## config.mk

```make
export PLATFORM = sky130hd
export DESIGN_NAME = ram_store_align
export DESIGN_NICKNAME = d
export VERILOG_FILES = /design/src/rtl/ram_store_align.sv
export SDC_FILE = /design/constraint.sdc
export NUM_CORES = 1
export LEC_CHECK = 0
export CAP_MARGIN = 30
export CORE_MARGIN = 2
export CORE_UTILIZATION = 43
export CTS_CLUSTER_DIAMETER = 80
export DETAILED_ROUTE_END_ITERATION = 8
export GPL_ROUTABILITY_DRIVEN = 0
export MAX_ROUTING_LAYER = met4
export PLACE_DENSITY = 0.67
export SETUP_SLACK_MARGIN = 0.4
export SYNTH_ARGS = -nofsm -noshare
export SYNTH_HDL_FRONTEND = slang
export SYNTH_SLANG_ARGS = --single-unit
```

## constraint.sdc

```tcl
create_clock -name clk -period 6.7 [get_ports clk]
set_clock_uncertainty 0.05 [all_clocks]
set_input_delay 2.01 -clock clk [delete_from_list [all_inputs] [get_ports clk]]
set_output_delay 2.01 -clock clk [all_outputs]
set_load 0.1 [all_outputs]
```

## src/rtl/ram_store_align.sv

```systemverilog
// Store alignment stage between the CPU memory stage and the banked SPRAM.
// Places a right-aligned store value onto big-endian byte lanes, splitting bus-word crossings into two beats.
module ram_store_align #(
    parameter int NUM_BANKS   = 4,
    parameter int BANK_WIDTH  = 16,
    parameter int ADDR_WIDTH  = 16,
    parameter bit ALLOW_SPLIT = 1'b1,
    localparam int BUS_BYTES  = NUM_BANKS * BANK_WIDTH / 8,
    localparam int OFF_W      = $clog2(BUS_BYTES),
    localparam int WADDR_W    = ADDR_WIDTH - OFF_W
) (
    input  logic                   clk,
    input  logic                   rst_n,
    input  logic                   req_valid,
    output logic                   req_ready,
    input  logic [ADDR_WIDTH-1:0]  req_addr,
    input  logic [1:0]             req_size,
    input  logic [63:0]            req_data,
    output logic                   ram_we,
    output logic [WADDR_W-1:0]     ram_addr,
    output logic [BUS_BYTES-1:0]   ram_be,
    output logic [8*BUS_BYTES-1:0] ram_wdata,
    output logic                   done,
    output logic                   err
);

    // Two bus words side by side plus room for a full 8-byte value before shifting.
    localparam int WIN_BYTES = 2 * BUS_BYTES + 8;
    localparam int SW        = OFF_W + 5;

    typedef enum logic [1:0] {S_IDLE, S_WR, S_LO, S_HI} state_t;

    state_t                   state;
    logic [WADDR_W-1:0]       hi_addr;
    logic [BUS_BYTES-1:0]     hi_be_q;
    logic [8*BUS_BYTES-1:0]   hi_data_q;

    logic [OFF_W-1:0]         off;
    logic [WADDR_W-1:0]       word;
    logic [SW-1:0]            n_bytes;
    logic [SW-1:0]            end_off;
    logic [SW-1:0]            shift;
    logic                     too_big;
    logic                     crossing;
    logic [63:0]              val;
    logic [WIN_BYTES-1:0]     val_be;
    logic [8*WIN_BYTES-1:0]   win_data;
    logic [WIN_BYTES-1:0]     win_be;

    assign req_ready = (state != S_LO);
    assign off       = req_addr[OFF_W-1:0];
    assign word      = req_addr[ADDR_WIDTH-1:OFF_W];

    // Offset o of the double word sits on window lane 2*BUS_BYTES-1-o, so one left
    // shift aligns the value: upper half is the first beat, lower half the second.
    always_comb begin
        // NOTE: every signal gets a default first so no path leaves it unassigned (no latch).
        val      = '0;
        val_be   = '0;
        n_bytes  = SW'(1) << req_size;
        end_off  = SW'(off) + n_bytes;
        too_big  = n_bytes > SW'(BUS_BYTES);
        crossing = end_off > SW'(BUS_BYTES);
        shift    = too_big ? '0 : SW'(2 * BUS_BYTES) - end_off;
        for (int i = 0; i < 8; i++) begin
            if (SW'(i) < n_bytes) begin
                val[8*i +: 8] = req_data[8*i +: 8];
                val_be[i]     = 1'b1;
            end
        end
        win_data = {{(8*WIN_BYTES-64){1'b0}}, val} << {shift, 3'b000};
        win_be   = val_be << shift;
    end

    always_ff @(posedge clk) begin
        if (!rst_n) begin
            // NOTE: the split-beat hold registers are cleared too, so a reset in S_LO leaves nothing stale.
            state     <= S_IDLE;
            ram_we    <= 1'b0;
            ram_addr  <= '0;
            ram_be    <= '0;
            ram_wdata <= '0;
            done      <= 1'b0;
            err       <= 1'b0;
            hi_addr   <= '0;
            hi_be_q   <= '0;
            hi_data_q <= '0;
        end else begin
            // NOTE: non-blocking assignments so every register samples pre-edge values.
            state     <= S_IDLE;
            ram_we    <= 1'b0;
            ram_be    <= '0;
            ram_wdata <= '0;
            done      <= 1'b0;
            err       <= 1'b0;
            if (state == S_LO) begin
                state     <= S_HI;
                ram_we    <= 1'b1;
                ram_addr  <= hi_addr;
                ram_be    <= hi_be_q;
                ram_wdata <= hi_data_q;
                done      <= 1'b1;
            end else if (req_valid) begin
                if (too_big || (crossing && !ALLOW_SPLIT)) begin
                    err <= 1'b1;
                end else begin
                    ram_we    <= 1'b1;
                    ram_addr  <= word;
                    ram_be    <= win_be[2*BUS_BYTES-1:BUS_BYTES];
                    ram_wdata <= win_data[16*BUS_BYTES-1:8*BUS_BYTES];
                    if (crossing) begin
                        state     <= S_LO;
                        hi_addr   <= word + WADDR_W'(1);
                        hi_be_q   <= win_be[BUS_BYTES-1:0];
                        hi_data_q <= win_data[8*BUS_BYTES-1:0];
                    end else begin
                        state <= S_WR;
                        done  <= 1'b1;
                    end
                end
            end
        end
    end

endmodule

```

==> results.md <==
* Initial Utilization at 0.440
* Root Driver: clkbuf_16
* Antenna violations before repair at 0
* Total track usage at 0.352
* Syn Nets at roughly 1400
* Status: completed
* Kind of critical path: input port to flop
* Post-CTS setup repair buffer count at 0
* Setup TNS at 0 ps
* Internal power at 2060 uW
* Vias in the first global route at around 11000
* Drt drc at 0
* Die ar. at roughly 25000 um2
* Count of cell types in the netlist at between 70 and 80
* YS warnings at 0
* Post-synth EDFFs at 0
* Comb pwr share at 0.403
* HP Class: flop to flop
* Slew margin rel. at 0.333
* CTS tree: done
* Final max-slew violation count at 0
* Post-synth top area share at 0.336
* Hold Buf Count CTS at 0
* Critical R2R Launch: state[1]
* Clock Tree Buf Depth at 2
* Post-synthesis sequential area ratio at 0.336
* # IOs at about 170
* Critical-path cell list: clkdlybuf4s50_1, buf_4, nor2b_1, ha_1, a21o_1, nand2_1, buf_4, nand3_1, and2_1, buf_4, nor4_4, nand2_1, a311oi_1
* Tightest Pin Transition at approximately 1000 ps
* Dpl hpwl at about 32000 um
* Top post-synthesis cells by area: dfxtp_1 34%, nor2_1 4.9%, a21oi_1 4.6%
* Clock power frac at 0.285
* Max-cap violation count at 0
* Layout area overhead at 25.1%
* Critical path origin: req_size[1]
* Final core occ at 0.550
* Syn Std Cell Area at between 10000 and 15000 um2
* TritonCTS Sinks at 174
* Sw power at approximately 1600 uW
* Critical path peak fanout at 31
* Routed vias at 11900
* Top layer used by detailed routing: met4
* Crit start category: input port
* ANT cells at 0
* Met3 WL at about 6000 um
* Largest net degree at the start of global routing at 82
* CTS Buf Count at 17
* Syn Inst Count at 1287
* PnR Total Power at between 3000 and 4000 uW
* Setup ws final at 758 ps
* Routed met2 length at roughly 18000 um
* Layout net count at between 1000 and 1500
* Initial DRT Pass Iterations at 8
* Fin crit share at 0.887
* Final hold slack at roughly 390 ps
* Die width at roughly 160 um
* Pleak at between 0.004 and 0.005 uW
* Fill count at between 2000 and 2500
* Sw Share at 0.434
* Vias per cell at 6.82
* Ys async rst share at 0
* Die Span Y at approximately 160 um
* Crit path capture type: flop
* Critical Path RT at just under 7000 ps
* Max Fclk at ~170 MHz
* Critical-path cell with the highest stage delay: a311oi_1
* WL/cell at around 26 um
* Main synth FF type: dfxtp_1
* RSZ-0062 raised after global routing: false
* Hold Startpoint: hi_data_q[63]
* PortBufs at approximately 170
* Num rows at 56
* Top delay family on crit path: simple AND/OR/NAND/NOR gates
* VDD IR max at 177 uV
* Gr ovfl total at 0
* Core area at approximately 24000 um2
* Share of post-route cells with drive strength above 1 at 0.0879
* Clk slew on worst S/H paths at about 70 ps
* Post-cts resize count at 0
* Final ANT Viol Nets at 0
* Synthesis-stage register bit count at around 170
* CP peak stage delay at approximately 550 ps
* Clock latency on the worst-skew pair at between 400 and 500 ps
* Seq pwr share at 0.312
* Biggest area consumer among synthesized cells: dfxtp_1
* Post-place setup slack at between 500 and 600 ps
* WL final at 44700 um
* Final hold vios at 0
* Crit path buf inv count at 4
* Final worst path period need at 5940 ps
* CP dominant cell by count: buf_4
* Metal-1 WL at around 17000 um
* First-pass GRT wire length at approximately 67000 um
* Critical Path AT at roughly 6000 ps
* PwrDens at roughly 280 nW/um2
* Post-Syn Area per Cell at 8.04 um2
* H-tree levels at 4
* Initial detailed-routing violation count at 1834
* Final number of setup-violating endpoints at 0
per-layer routing:
metal / track usage / vias up
met5: - / -
met4: 0.201 / 0
met3: 0.115 / 286
met2: 0.491 / 952
met1: 0.444 / 5508
li1: - / 5128
path summary, 6_finish.rpt:
path | end | slack, ps | depth (start not counted)
worst max-delay path | ram_wdata[23] | 760 | 13
worst min-delay path | ram_wdata[63] | 390 | 2
worst max register to register | ram_wdata[23] | 3510 | 9
worst min register to register | ram_wdata[63] | 390 | 2
Yosys cell counts, drive strengths merged (12+ instances only):
cell / n
a32oi: 13
a32o: 12
and2: 19
nor3: 32
nand2b: 16
buf: 48
a22o: 44
mux2i: 34
and3: 12
a21oi: 97
o21ai: 60
mux2: 14
a211o: 18
a211oi: 46
inv: 21
a221o: 31
dfxtp: 174
nand2: 112
clkbuf: 69
nor2: 136
nand3: 38
a22oi: 34
o211ai: 12
a31oi: 23
o22ai: 17
logic make-up (layout without fill, tap and decap cells):
family | Yosys count | count (layout) | share of synthesized area
mux | 48 | 48 | 0.0481
flops | 174 | 174 | 0.336
compound gates | 509 | 509 | 0.361
xor+xnor | 17 | 17 | 0.0151
fa+ha+maj | 6 | 6 | 0.00713
buf+inv | 138 | 273 | 0.0562
other cells | 1 | 1 | 0.000362
simple gates | 394 | 394 | 0.176
flip-flops by register name, summed over array words and instances, names as in the netlist:
signal     flops
err            1
ram_addr      13
state          2
hi_addr       13
hi_be_q        8
ram_we         1
ram_be         8
ram_wdata     64
hi_data_q     64
layout make-up:
cell class,instances,area (um2),share of cell area
flip-flops and latches,174,3480,0.269
well taps,319,399,0.0308
clock buffers,18,439,0.0339
repair buffers,220,2080,0.161
multi-input cells,975,6320,0.488
inverters,21,78.8,0.00608
clock inverters,14,149,0.0115
power by group through the flow:
stage	registers, uW	logic [uW]	clock network (uW)
3_5_place_dp	1160	1400	0
3_3_place_gp	1160	1390	0
4_1_cts	1130	1400	1040
2_1_floorplan	1440	668	0
5_1_grt	1140	1510	1080
6_report	1130	1460	1040
worst reg2reg max path: stages (launching register included):
cell	delay, ps
dfxtp_1	300
nor2b_2	160
inv_1	80
buf_4	370
nand2_1	400
nor2_1	230
mux2i_1	220
nor4_4	480
nand2_1	190
a311oi_1	550
through the flow:
stage	cell area [um2]	std cells
2_1_floorplan	10400	1287
3_3_place_gp	12400	1707
3_5_place_dp	12400	1709
4_1_cts	13000	1741
5_1_grt	13000	1741
6_report	13000	1741
placed cells by master (no fill, tap or decap), drive strengths merged, types with 32 or more instances in the layout:
master | Yosys | routed
dfxtp | 174 | 174
clkdlybuf4s50 | 0 | 173
nor2 | 136 | 136
nand2 | 112 | 112
a21oi | 97 | 97
o21ai | 60 | 60
buf | 48 | 47
a211oi | 46 | 46
a22o | 44 | 44
nand3 | 38 | 38
mux2i | 34 | 34
a22oi | 34 | 34
nor3 | 32 | 32
Note: power is estimated with default switching activity, not from simulation.
